### config.mk
export PLATFORM = sky130hd
export DESIGN_NAME = secded_enc64_top
export DESIGN_NICKNAME = d
export VERILOG_FILES = /design/src/rtl/secded_enc64_top.sv
export SDC_FILE = /design/constraint.sdc
export NUM_CORES = 1
export LEC_CHECK = 0
export BUFFER_PORTS_ARGS = -buffer_cell sky130_fd_sc_hd__buf_4
export CORE_MARGIN = 5
export CORE_UTILIZATION = 42
export CTS_CLUSTER_SIZE = 10
export DETAILED_ROUTE_END_ITERATION = 6
export PLACE_DENSITY = 0.76
export SYNTH_ARGS = -nofsm -noshare
export SYNTH_HDL_FRONTEND = slang
export SYNTH_SLANG_ARGS = --single-unit
### constraint.sdc
create_clock -name clk -period 0.8 [get_ports clk]
set_clock_uncertainty 0.05 [all_clocks]
set_input_delay 0.04 -clock clk [delete_from_list [all_inputs] [get_ports clk]]
set_output_delay 0.04 -clock clk [all_outputs]
set_load 0.01 [all_outputs]
### src/rtl/secded_enc64_top.sv
`default_nettype none
// ============================================================================
//  Module      : secded_enc64_top
//  Description : (72,64) extended-Hamming SECDED encoder for the write path of
//                ECC-protected storage. The output register is loaded every
//                clock, so one word is encoded per cycle.
//
//                Codeword layout (Hamming position p maps to OUT[p-1]):
//                  - parity bits at positions 1,2,4,8,16,32,64
//                  - data bits at the remaining positions 3..71 in ascending
//                    order (IN[0] -> position 3, IN[63] -> position 71)
//                  - parity at 2^k = even parity over the data positions whose
//                    index has bit k set
//                  - OUT[71] = XOR of OUT[70:0] (overall parity)
//
//  Ports       : clk   - system clock, rising edge
//                rst_n - asynchronous active-low reset, clears all state
//                IN    - 64-bit data word to encode
//                OUT   - 72-bit registered codeword
//
//  Build option: ENC_IN_REG_EN - when defined, IN is registered before the
//                encode logic (latency 2 instead of 1). The codeword function
//                is the same in both builds.
//
//  Revision    : 1.0 - initial release
// ============================================================================

module secded_enc64_top (
    input  logic        clk,
    input  logic        rst_n,
    input  logic [63:0] IN,
    output logic [71:0] OUT
);

    // ------------------------------------------------------------------------
    // Elaboration-time helpers describing the fixed bit layout.
    // ------------------------------------------------------------------------
    function automatic bit is_pow2(input int p);
        return (p & (p - 1)) == 0;
    endfunction

    // Hamming position that carries data bit idx: the idx-th non-power-of-two
    // position counting upward from 3.
    function automatic int data_pos(input int idx);
        int cnt;
        int pos;
        cnt = 0;
        pos = 0;
        for (int p = 3; p <= 71; p++) begin
            if (!is_pow2(p)) begin
                if (cnt == idx) begin
                    pos = p;
                end
                cnt = cnt + 1;
            end
        end
        return pos;
    endfunction

    // Codeword-bit mask of the data positions covered by parity bit 2^k.
    function automatic logic [71:0] parity_mask(input int k);
        logic [71:0] m;
        m = '0;
        for (int p = 3; p <= 71; p++) begin
            if (!is_pow2(p) && (((p >> k) & 1) != 0)) begin
                m = m | (72'd1 << (p - 1));
            end
        end
        return m;
    endfunction

    // ------------------------------------------------------------------------
    // Optional input register
    // ------------------------------------------------------------------------
    logic [63:0] enc_data;

`ifdef ENC_IN_REG_EN
    logic [63:0] in_q;

    always_ff @(posedge clk or negedge rst_n) begin
        if (!rst_n) begin
            in_q <= '0;
        end else begin
            in_q <= IN;
        end
    end

    assign enc_data = in_q;
`else
    assign enc_data = IN;
`endif

    // ------------------------------------------------------------------------
    // Data placement: spread the 64 data bits over their codeword positions,
    // leaving zeros in the parity slots and the overall-parity bit.
    // ------------------------------------------------------------------------
    logic [71:0] cw_data;

    for (genvar gi = 0; gi < 64; gi++) begin : g_data_place
        localparam int POS = data_pos(gi);
        assign cw_data[POS - 1] = enc_data[gi];
    end

    for (genvar gk = 0; gk < 7; gk++) begin : g_par_slot
        localparam int PPOS = 1 << gk;
        assign cw_data[PPOS - 1] = 1'b0;
    end

    assign cw_data[71] = 1'b0;

    // ------------------------------------------------------------------------
    // Hamming parity: each bit is an XOR reduction over a constant mask, so
    // an X on one data bit only reaches the parity bits that cover it.
    // ------------------------------------------------------------------------
    logic [6:0] ham_par;

    for (genvar gk = 0; gk < 7; gk++) begin : g_parity
        localparam logic [71:0] PMASK = parity_mask(gk);
        assign ham_par[gk] = ^(cw_data & PMASK);
    end

    // ------------------------------------------------------------------------
    // Codeword assembly and output register
    // ------------------------------------------------------------------------
    logic [71:0] out_d;
    logic [71:0] out_q;

    always_comb begin
        out_d     = cw_data;
        out_d[0]  = ham_par[0];
        out_d[1]  = ham_par[1];
        out_d[3]  = ham_par[2];
        out_d[7]  = ham_par[3];
        out_d[15] = ham_par[4];
        out_d[31] = ham_par[5];
        out_d[63] = ham_par[6];
        // Overall parity makes the whole 72-bit word XOR to zero, which lets
        // the decoder tell single from double errors.
        out_d[71] = ^out_d[70:0];
    end

    // All-zero is the codeword for data 0, so reset leaves OUT valid.
    always_ff @(posedge clk or negedge rst_n) begin
        if (!rst_n) begin
            out_q <= '0;
        end else begin
            out_q <= out_d;
        end
    end

    assign OUT = out_q;

endmodule

`default_nettype wire

# ---- Yosys cells after proc, flatten, opt, wreduce, memory -nomap -nowiden
# Index checks and enable logic that the tools add are counted.
dict set report totals {
  output_inout_bits 72
  register_bits 72
  input_bits 66
  wordCells 9
}
dict set report classes {
  n_reduce_logical 8
}
# op count
set op_table {}
lappend op_table {{$reduce_xor A72 Y1} 7}
lappend op_table {{$reduce_xor A71 Y1} 1}

# ---- Depth between registers and ports, before layout
dict set report logic_depth {
  word_depth 2
  mapped_depth 6
}

# ---- Worst setup path before layout
# No wires, ideal clock.
dict set report synth_timing {
  path_type {input to register}
  from {input IN[13]}
  to {register out_q[71], in the netlist OUT[71]}
  n_path_buf 0
  slack_ns -1.094
  setup_ns 0.134
  t_arrival_ns 1.710
  stages 6
  path_cell_list {xor2_1 -> xnor2_1 -> xnor2_1 -> xnor3_1 -> xor3_1 -> xnor3_1}
}
dict set report synth_via {
  elab_chain_len 2
  elab_cells_between_ends 4
}
# element line
set synth_rtl {}
lappend synth_rtl {{from (decl)} 31} ;# input logic [63:0] IN,
lappend synth_rtl {{$reduce_xor A72 Y1} 119} ;# assign ham_par[gk] = ^(cw_data & PMASK);
lappend synth_rtl {{$reduce_xor A71 Y1 (*)} 139} ;# out_d[71] = ^out_d[70:0];
lappend synth_rtl {{named net out_d[71]} 125} ;# logic [71:0] out_d;
lappend synth_rtl {{to (signal assigned)} 147} ;# out_q <= out_d;
lappend synth_rtl {{to (decl)} 126} ;# logic [71:0] out_q;
# The timed path passes the listed nets; every way through them passes the cells marked *.

# ---- Worst setup path after layout
dict set report layout_timing {
  from {input IN[36]}
  to {register out_q[71], in the netlist OUT[71]}
}
# Same word-level chain as after synthesis.

==> impl_results.md <==
* Fin crit share at 211.8%
* Vias/cell at 4.551
* HPWL after detailed placement at 6111 um
* Required @ worst endpoint at 0.99 ns
* N_diodes at 0
* Finished Layout Cells at 555
* GR Overflow Total at 0
* Post-layout instance area at 6270 um^2
* Vias in the first global route at 2,855
* Syn Std Cell Area at 2974 um^2
* DRT Pass-1 Iters at 4
* Slew Limit Fails at 0
* Clk sinks at 72
* Num CTS Buffers at 9
* Least-Margin Pin Slew at 0.4452 ns
* Max Cap Violations at 0
* Synth top area share at 60.58%
* Hold/Removal Path Class: primary input to async pin
* CP startpoint kind: primary input
* Largest area contributor in the netlist: dfrtp_1
* Dpl ws at -1.190 ns
* WL/cell at 21.90 um
* Fin crit period at 1.694 ns
* Crit path capture type: flip-flop
* IO buf count at 137
* Worst Path Arrival at 1.88 ns
* WS Path Type: primary input to flip-flop
* All-Layer GR Usage at 24.09%
* Layout cell share with drive strength beyond 1 at 55.56%
* Register area share after synthesis at 60.58%
* Clk buf depth at 2
* Seq cells post-synth at 72
* Hold Fails Final Rpt at 0
* Cell variety after synth at 7
* Final WS setup at -0.8941 ns
* Final setup violation count at 79
* Die height at 94.15 um
* Status: finished with violations
* Slew headroom at 70.10%
* Failing checks: setup timing
* Avg Cell Area, Syn at 15.41 um^2
* Worst-path clk slew at 0.09 ns
* Placed Cells at 470
* RSZ-0062 raised after global routing: true
* Mapped Nets at 259
* Area Growth Syn to Fin at 110.8%
* Layout Nets at 520
* Num ports at 138
* Hold Slack at 0.1651 ns
* DRC errors left at 0
* CTS tree: done
* Root Driver: clkbuf_8
* ANT nets after route at 0
* Synth Instances at 193
* Die Width at 94.15 um
* Initial antenna violation count at 0
* Post-Place Cell Area at 4594 um^2
* Largest net degree at the start of global routing at 42
* Leak pwr at 2.909 nW
* CTS H-tree depth at 3
* Initial Util at 43.53%
* First-pass GRT wire length at 15,660 um
* CP Max Fanout at 3
* Vias at 2,526
* Core Box Area at 6832 um^2
* DIE AREA at 8864 um^2
* Worst VDD drop at 1.474 mV
* Maximum clock rate at 590.3 MHz
* Ranking of synthesized cells by area: dfrtp_1 61%, xnor2_1 27%, xor2_1 5.9%
* Max reg flops at 72
* Rows at 30
* Warnings, synthesis at 0
* DRT iter0 DRCs at 102
* DRT Wirelength at 12,150 um
* P per Cell Area at 2357 nW/um^2
* RePlAce Congestion at 0.7920
## critical path, stage by stage
cell     delay [ns]
buf_12         0.12
xnor2_4        0.15
xnor2_2        0.23
xnor2_1        0.19
xnor3_1        0.51
xor3_1         0.31
xnor3_1        0.34
## synth_stat cells
cell type and number:
dfrtp_1 72, xnor2_1 92, xnor2_2 1, xnor3_1 6, xor2_1 20, xor2_2 1, xor3_1 1
## logic make-up (layout without fill, tap and decap cells)
logic type  after synthesis  in the layout  synth area share [%]
xor+xnor                121            121                 39.42
buf+inv                   0            266                     0
flops                    72             72                 60.58
## path summary, 6_finish.rpt
kind	from	end	slack, ns	cells after the start
setup / recovery	IN[36]	OUT[71]$_DFF_PN0_	-0.89	7
max in group asynchronous	rst_n	OUT[36]$_DFF_PN0_	0.30	3
hold / removal	rst_n	OUT[47]$_DFF_PN0_	0.17	3
min in group clk	IN[31]	OUT[31]$_DFF_PN0_	0.22	5
## per-stage QoR
| step | total power, mW | utilization (%) | TNS [ns] |
|---|---|---|---|
| 2_1_floorplan | 7.289 | - | -3.705 |
| 3_3_place_gp | 9.260 | 67.25 | -6.490 |
| 3_5_place_dp | 9.425 | 67.25 | -6.604 |
| 4_1_cts | 13.60 | 87.36 | -13.76 |
| 5_1_grt | 15.28 | 91.78 | -17.38 |
| 6_report | 14.78 | 91.78 | -14.93 |
## per-layer routing
layer	global-route usage, %	share of wire [%]	vias to the layer above
li1	-	-	1105
met1	26.99	36	1266
met2	41.73	54	136
met3	8.734	8.2	19
met4	9.146	1.9	0
met5	0	0	-
## repair_timing
action | CTS | global route
endpoints found under the setup margin | 79 | 79
hold endpoints to repair | 136 | 0
buffers inserted | 3 | 5
gates resized for setup | 104 | 38
hold buffers | 65 | 0
pin swaps | 15 | 15
## area by class of cell
class	count	area [um^2]
timing repair buffer	250	2407
sequential	72	1802
multi-input combinational	121	1698
fill	225	561.8
clock buffer	9	123.9
tap	96	120.1
clock inverter	7	118.9
## power by group
group / switching (mW) / internal [mW] / total, mW
combinational: 2.82 / 4.05 / 6.87
clock: 1.52 / 2.08 / 3.60
sequential: 0.241 / 4.07 / 4.31
total: 4.58 / 10.2 / 14.8
## cells in the final DEF, fill, tap and decap left out, types with 6 or more instances in the layout
master and n:
buf_4 97, clkbuf_8 9, dfrtp_1 72, xnor2_4 11, xor2_1 11, xnor3_1 6, xor2_2 9, xnor2_1 49
buf_6 82, dlygate4sd3_1 65, xnor2_2 33
Note: power is estimated with default switching activity, not from simulation.
